**config.mk**
```make
export PLATFORM = sky130hd
export DESIGN_NAME = datamem_copy_engine
export DESIGN_NICKNAME = d
export VERILOG_FILES = /design/src/rtl/datamem_copy_engine.sv
export SDC_FILE = /design/constraint.sdc
export NUM_CORES = 1
export LEC_CHECK = 0
export ABC_AREA = 1
export CAP_MARGIN = 20
export CORE_MARGIN = 3
export CORE_UTILIZATION = 53
export CTS_CLUSTER_SIZE = 10
export DETAILED_ROUTE_END_ITERATION = 10
export GPL_ROUTABILITY_DRIVEN = 1
export PLACE_DENSITY = 0.94
export SYNTH_ARGS = -nofsm -noshare
export SYNTH_HDL_FRONTEND = slang
export SYNTH_SLANG_ARGS = --single-unit
```
**constraint.sdc**
```tcl
create_clock -name clk -period 7.8 [get_ports clk]
set_clock_uncertainty 0.05 [all_clocks]
set_input_delay 0.78 -clock clk [delete_from_list [all_inputs] [get_ports clk]]
set_output_delay 0.78 -clock clk [all_outputs]
set_load 0.005 [all_outputs]
```
**src/rtl/datamem_copy_engine.sv**
```systemverilog
// -----------------------------------------------------------------------------
// datamem_copy_engine
//
// Bus-master DMA engine for the 16-bit word-addressed data-memory port.
// Copies i_length words from i_src_addr to i_dst_addr, one word every two
// cycles (READ then WRITE). It relies on the memory's combinational read and
// posedge write, and is meant to sit beside the core, muxed onto the memory
// port.
//
// Ports
//   clk                in   clock, all state changes on posedge
//   reset              in   synchronous, active-high reset
//   i_start            in   transfer request, sampled only in IDLE
//   i_src_addr         in   first source word address
//   i_dst_addr         in   first destination word address
//   i_length           in   number of words to copy (0 is legal)
//   o_busy             out  1 whenever the engine is not IDLE
//   o_done             out  1-cycle pulse when a transfer completes
//   o_words_done       out  words written in the current/last transfer
//   o_mem_address      out  memory word address
//   o_mem_read_enable  out  memory read enable
//   o_mem_write_enable out  memory write enable
//   o_mem_write_data   out  memory write data
//   i_mem_read_data    in   memory read data (combinational, same cycle)
//   o_checksum         out  modulo-2^16 sum of written words
//                           (present only when DMA_CHECKSUM_EN is defined)
//
// Configuration macro: DMA_CHECKSUM_EN enables the checksum port and its
// accumulator. Without it the engine is otherwise identical.
// -----------------------------------------------------------------------------
module datamem_copy_engine #(
  parameter int ADDR_W = 16,
  parameter int DATA_W = 16,
  parameter int LEN_W  = 16
) (
  input  logic              clk,
  input  logic              reset,
  input  logic              i_start,
  input  logic [ADDR_W-1:0] i_src_addr,
  input  logic [ADDR_W-1:0] i_dst_addr,
  input  logic [LEN_W-1:0]  i_length,
  output logic              o_busy,
  output logic              o_done,
  output logic [LEN_W-1:0]  o_words_done,
  output logic [ADDR_W-1:0] o_mem_address,
  output logic              o_mem_read_enable,
  output logic              o_mem_write_enable,
  output logic [DATA_W-1:0] o_mem_write_data,
`ifdef DMA_CHECKSUM_EN
  output logic [DATA_W-1:0] o_checksum,
`endif
  input  logic [DATA_W-1:0] i_mem_read_data
);

  typedef enum logic [1:0] {
    S_IDLE  = 2'd0,
    S_READ  = 2'd1,
    S_WRITE = 2'd2,
    S_DONE  = 2'd3
  } state_t;

  state_t            r_state;
  state_t            w_state_next;

  logic [ADDR_W-1:0] r_src;
  logic [ADDR_W-1:0] r_dst;
  logic [LEN_W-1:0]  r_len;
  logic [LEN_W-1:0]  r_idx;
  logic [DATA_W-1:0] r_buf;
  logic [LEN_W-1:0]  r_words_done;

  logic [LEN_W-1:0]  w_idx_inc;
  logic [ADDR_W-1:0] w_offset;
  logic              w_accept;

  assign w_idx_inc = r_idx + 1'b1;
  // Address offset is truncated/extended to the address width so src+i and
  // dst+i wrap modulo 2^ADDR_W.
  assign w_offset  = ADDR_W'(r_idx);
  assign w_accept  = (r_state == S_IDLE) && i_start;

  // Control state: FSM, word index and progress counter.
  always_ff @(posedge clk) begin
    // NOTE: sequential state uses non-blocking assignments so every register
    // samples pre-edge values, independent of statement order.
    if (reset) begin
      r_state      <= S_IDLE;
      r_idx        <= '0;
      r_words_done <= '0;
    end else begin
      r_state <= w_state_next;
      if (w_accept) begin
        r_idx        <= '0;
        r_words_done <= '0;
      end else if (r_state == S_WRITE) begin
        r_idx        <= w_idx_inc;
        r_words_done <= w_idx_inc;
      end
    end
  end

  // Datapath registers.
  // NOTE: these are only consumed after being loaded (on an accepted start or
  // in READ), so they carry no reset; that keeps reset fan-out to control.
  always_ff @(posedge clk) begin
    if (w_accept) begin
      r_src <= i_src_addr;
      r_dst <= i_dst_addr;
      r_len <= i_length;
    end
    if (r_state == S_READ) begin
      r_buf <= i_mem_read_data;
    end
  end

`ifdef DMA_CHECKSUM_EN
  logic [DATA_W-1:0] r_checksum;

  always_ff @(posedge clk) begin
    if (reset) begin
      r_checksum <= '0;
    end else if (w_accept) begin
      r_checksum <= '0;
    end else if (r_state == S_WRITE) begin
      r_checksum <= r_checksum + r_buf;
    end
  end

  assign o_checksum = r_checksum;
`endif

  // Next-state and memory-port outputs.
  always_comb begin
    // NOTE: every output gets a default first so no path leaves one unassigned,
    // which would otherwise infer a latch.
    w_state_next       = r_state;
    o_mem_address      = '0;
    o_mem_read_enable  = 1'b0;
    o_mem_write_enable = 1'b0;
    o_mem_write_data   = '0;
    unique case (r_state)
      S_IDLE: begin
        if (i_start) begin
          w_state_next = (i_length == '0) ? S_DONE : S_READ;
        end
      end
      S_READ: begin
        o_mem_read_enable = 1'b1;
        o_mem_address     = r_src + w_offset;
        w_state_next      = S_WRITE;
      end
      S_WRITE: begin
        o_mem_write_enable = 1'b1;
        o_mem_address      = r_dst + w_offset;
        o_mem_write_data   = r_buf;
        w_state_next       = (w_idx_inc == r_len) ? S_DONE : S_READ;
      end
      S_DONE: begin
        w_state_next = S_IDLE;
      end
      default: w_state_next = S_IDLE;
    endcase
  end

  assign o_busy       = (r_state != S_IDLE);
  assign o_done       = (r_state == S_DONE);
  assign o_words_done = r_words_done;

endmodule

```
======== After elaboration in Yosys (flattened, before gate mapping) ========
Cells that the tools add are included.
word-level totals
  bits in registers ....................... 82
  bits of input ports ..................... 67
  output and inout port bits .............. 52
  logic and storage cells ................. 27
cells by class
  add/sub/neg operators ................... 3
  eq/ne operators ......................... 5
  muxes and demuxes ....................... 8
  reduce and logical (&&, ||, !) cells .... 5
operator list
  operator                                       number
  adder 16 bit                                   2
  one-hot mux 16 bit (2 select lines)            1
  adder 16 x 1 -> 16 bit, second input constant  1
  == test 16 bit                                 1
  zero test 16 bit                               1
  two-way mux 16 bit                             1
  one-hot mux 2 bit (4 select lines)             1
  two-way mux 2 bit                              3
  == test 2 bit, second input constant           2
  == test 2 x 1 -> 1 bit, second input constant  1
  zero test 2 bit                                1
  two-way mux 1 bit                              2
  != test 2 bit, second input constant           1
  nonzero test 2 bit                             1
  OR reduction 2 bit                             1
  logical AND 1 bit                              1

======== Logic depth before layout (Yosys ltp) ========
  depth in word-level cells ............... 4
  depth in mapped cells ................... 20

======== Least setup slack after synthesis ========
No wires, ideal clock.
  path type ............................... register to output
  start ................................... reg r_state[0]
  end ..................................... out o_mem_address[12]
  arrival time ............................ 2.870 ns
  setup slack ............................. 4.100 ns
  cell stages (with the launch flop) ...... 20
  cell sequence ........................... dfxtp_1 > inv_1 > ha_1 > clkbuf_1 > inv_1 > clkbuf_1 > nand2_1 > nand2_1 > ha_1 > inv_1 > fa_1 > inv_1 > nand3_1 > a21oi_1 > nor2_1 > o21ai_1 > a21boi_0 > o21ai_1 > nor2_1 > nor2_1
between the ends
  cells in the longest elaborated chain, start to end .. 2
  elaborated cells between the ends (all ways) .. 3
ends and longest elaborated chain
  element                                                  line  source
  start, declared                                          62    state_t r_state;
  start signal, assigned                                   91    r_state <= w_state_next;
  == test 2 bit or == test 2 x 1 -> 1 bit (tied branches)  141   unique case (r_state)
  one-hot mux 16 bit (2 select lines) (*)                  141
  end, declared                                            45    output logic [ADDR_W-1:0] o_mem_address,
Every way passes the cells marked *; elsewhere a longest branch is shown, timed or not.

======== Worst setup path in the final report ========
Same ends and word-level chain as after synthesis.

==> flow_metrics.tcl <==
set metrics [dict create \
    outcome "finished, final reports clean" \
    fp.dieW_um 98.2 \
    grt_pass1_wl_um 19800 \
    antenna_cells 0 \
    grt_pass1_vias 4248 \
    cts_sinks 82 \
    antenna_found_initial 0 \
    synth_seq_area_share 0.507 \
    ctsResizeCount 0 \
    postRouteAntennaNets 0 \
    vias 4117 \
    min_period_over_period 0.652 \
    finalMaxSlewViolations 0 \
    initial_core_util 0.548 \
    syn_to_final_growth_pct 33.4 \
    setup_viol 0 \
    holdPathEnd "o_words_done[6]" \
    ys_types 36 \
    maxCapViolations 0 \
    drt-total-wl_um 12200 \
    netSwitchingFraction 0.311 \
    hp-start "o_words_done[6]" \
    relSlewSlack 0.502 \
    crit_path_max_incr_delay_ps 500 \
    timing.rr.start "r_state[0]" \
    required_ps 6970 \
    synth-edff-count 64 \
    core-area_um2 8220 \
    synth.cell_area_um2 4510 \
    seqPwrFrac 0.441 \
    rsz0062_at_grt "false" \
    hpwlAfterDp_um 9150 \
    r2r.worst_path.cells 10 \
    postCtsHoldBufs 0 \
    max_freq_mhz 197 \
    cts_made_buffers 9 \
    dr.pass1.iters 4 \
    ys_ff_latch 82 \
    place_inst 753 \
    pwr-share-clk 0.276 \
    root_buffer "clkbuf_8" \
    regToRegSetupSlack_ps 5110 \
    critPathMaxFanout 52 \
    synth_area_per_cell_um2 8.34 \
    crit_top_cell "inv_1" \
    io_pins 119 \
    crit_slowest_cell "clkdlybuf4s50_1" \
    numPortBuffers 118 \
    synth_ff_type "edfxtp_1" \
    synth_async_sr_flop_share 0 \
    synth_top_area_cell "edfxtp_1" \
    layout.nets 748 \
    synthCells 540 \
    crit_chain "inv_1, ha_1, buf_4, inv_1, buf_4, nand2_1, nand2_1, ha_1, inv_1, fa_1, inv_1, nand3_1, a21oi_1, nor2_1, o21ai_1, a21boi_0, o21ai_1, nor2_1, nor2_1, clkdlybuf4s50_1" \
    post_cts_buffers 0 \
    powerDensity_nw_per_um2 212 \
    h-tree-depth 3 \
    fin_cells 769 \
    netlist.area_leader.share 0.427 \
    worst_pin_slew_ps 747 \
    die_h_um 98.2 \
    setup_tns_ps 0 \
    gp_congestion 0.925 \
    clkLatencyLatePin_ps 360 \
    p_leak_nw 2.59 \
    core.rowCount 33 \
    overflow 0 \
    synth_fp_nets 629 \
    mostFrequentLayoutCell "nand2_1" \
    post_drt_wl_per_cell_um 15.8 \
    grt_max_degree 53 \
    cts_tree "yes" \
    grt_usage 0.256 \
    remaining_drc_errors 0 \
    drive_above_1_share 0.0467 \
    power_switching_uw 397 \
    timing.hold.ws_ps 542 \
    p_comb_frac 0.283 \
    r2r-end "o_words_done[7]" \
    critPathKind "reg2out" \
    layout_common_cells "nand2_1, clkdlybuf4s50_1, inv_1" \
    viasPerCell 5.35 \
    cts.path.max_buffers 2 \
    endpoint_kind "output pin" \
    die_area_um2 9640 \
    startpoint_type "flop" \
    yosys-top-cells-area "edfxtp_1, nand2_1, dfxtp_1" \
    finalHoldViolCount 0 \
    clkTransAtPathRegs_ps 90 \
    whs_path_depth 2 \
    min_period_ps 5090 \
    initialDrtViolationCount 205 \
    yosysWarnings 0 \
    worstHoldPathType "reg2reg" \
    max-vdd-ir-drop_mv 0.137 \
    intPower_uw 880 \
    worstPathArrival_ps 4260 \
]
[final cells by class]
cell class / instances / area [µm²]
Multi-Input combinational cell: 364 / 1860
Fill cell: 587 / 2210
Inverter: 81 / 304
Clock buffer: 9 / 124
Timing Repair Buffer: 121 / 1200
Sequential cell: 82 / 2280
Clock inverter: 7 / 100
Tap cell: 105 / 131
[cell usage after synthesis, types with 2 or more instances]
cell type / count
xor2_1: 4
o211ai_1: 3
dfxtp_1: 18
nand4_1: 7
nor2_1: 36
a21oi_1: 39
nand2_2: 4
nor4_1: 4
o21ai_0: 25
ha_1: 21
nor2_2: 2
nand3b_1: 4
edfxtp_1: 64
o21bai_1: 2
clkbuf_1: 10
nand3_1: 33
a31oi_1: 2
nor3_1: 4
nor2_4: 3
buf_2: 2
o21ai_1: 3
nand2_1: 158
inv_1: 79
[per-layer routing]
metal  global-route usage  wire [µm]  up-vias
li1                     -          -     2019
met1                0.295       4880     1882
met2                0.451       6050      172
met3               0.0571        814       44
met4                0.120        413        0
met5                    0          0        -
[through the flow]
| step | instance area, µm² | setup WS [ps] | total power [mW] | utilization |
|---|---|---|---|---|
| final | 6010 | 2710 | 1.28 | 0.731 |
| after global routing | 6010 | 2350 | 1.34 | 0.731 |
| after CTS | 6010 | 2730 | 1.28 | 0.731 |
| after detailed placement | 5790 | 3170 | 0.930 | 0.704 |
| after global placement | 5790 | 3280 | 0.916 | 0.704 |
| after floorplan | 4510 | 4100 | 0.750 | - |
[flip-flops by register name, indices dropped and copies added, names as in the netlist]
| signal | cells |
|---|---|
| r_dst | 16 |
| r_len | 16 |
| r_buf | 16 |
| o_words_done | 16 |
| r_src | 16 |
| r_state | 2 |
[worst max-delay path: cells and delay by family (launching register included)]
family	cells	cell delay (ps)
and+or+nand+nor	6	540
DFF	1	390
adders and majority gates	3	700
buffers and inverters	7	1460
AOI/OAI and AO/OA	4	780
[how the worst max path moves through the flow]
stage / end / from / cells after the start
after detailed placement: o_mem_address[12] / r_state[0] / 20
final: o_mem_address[12] / r_state[0] / 20
after global routing: o_mem_address[12] / r_state[0] / 20
after global placement: o_mem_address[12] / r_state[0] / 20
after floorplan: o_mem_address[12] / r_state[0] / 19
after CTS: o_mem_address[12] / r_state[0] / 20
[power by group through the flow]
stage	combinational, mW	clock (mW)	sequential, mW
floorplan	0.191	0	0.560
global route	0.401	0.374	0.566
finish	0.361	0.353	0.563
detailed placement	0.358	0	0.572
CTS	0.362	0.355	0.562
global placement	0.347	0	0.570
[cells by family (layout without fill, tap and decap cells)]
logic type / count (synthesis) / count (layout) / synth area share
compound gates: 81 / 81 / 0.0983
buf+inv: 94 / 218 / 0.0797
simple gates: 256 / 256 / 0.243
flops: 82 / 82 / 0.507
fa+ha+maj: 22 / 22 / 0.0628
xor+xnor: 5 / 5 / 0.00972
(Power assumes the default switching activity.)
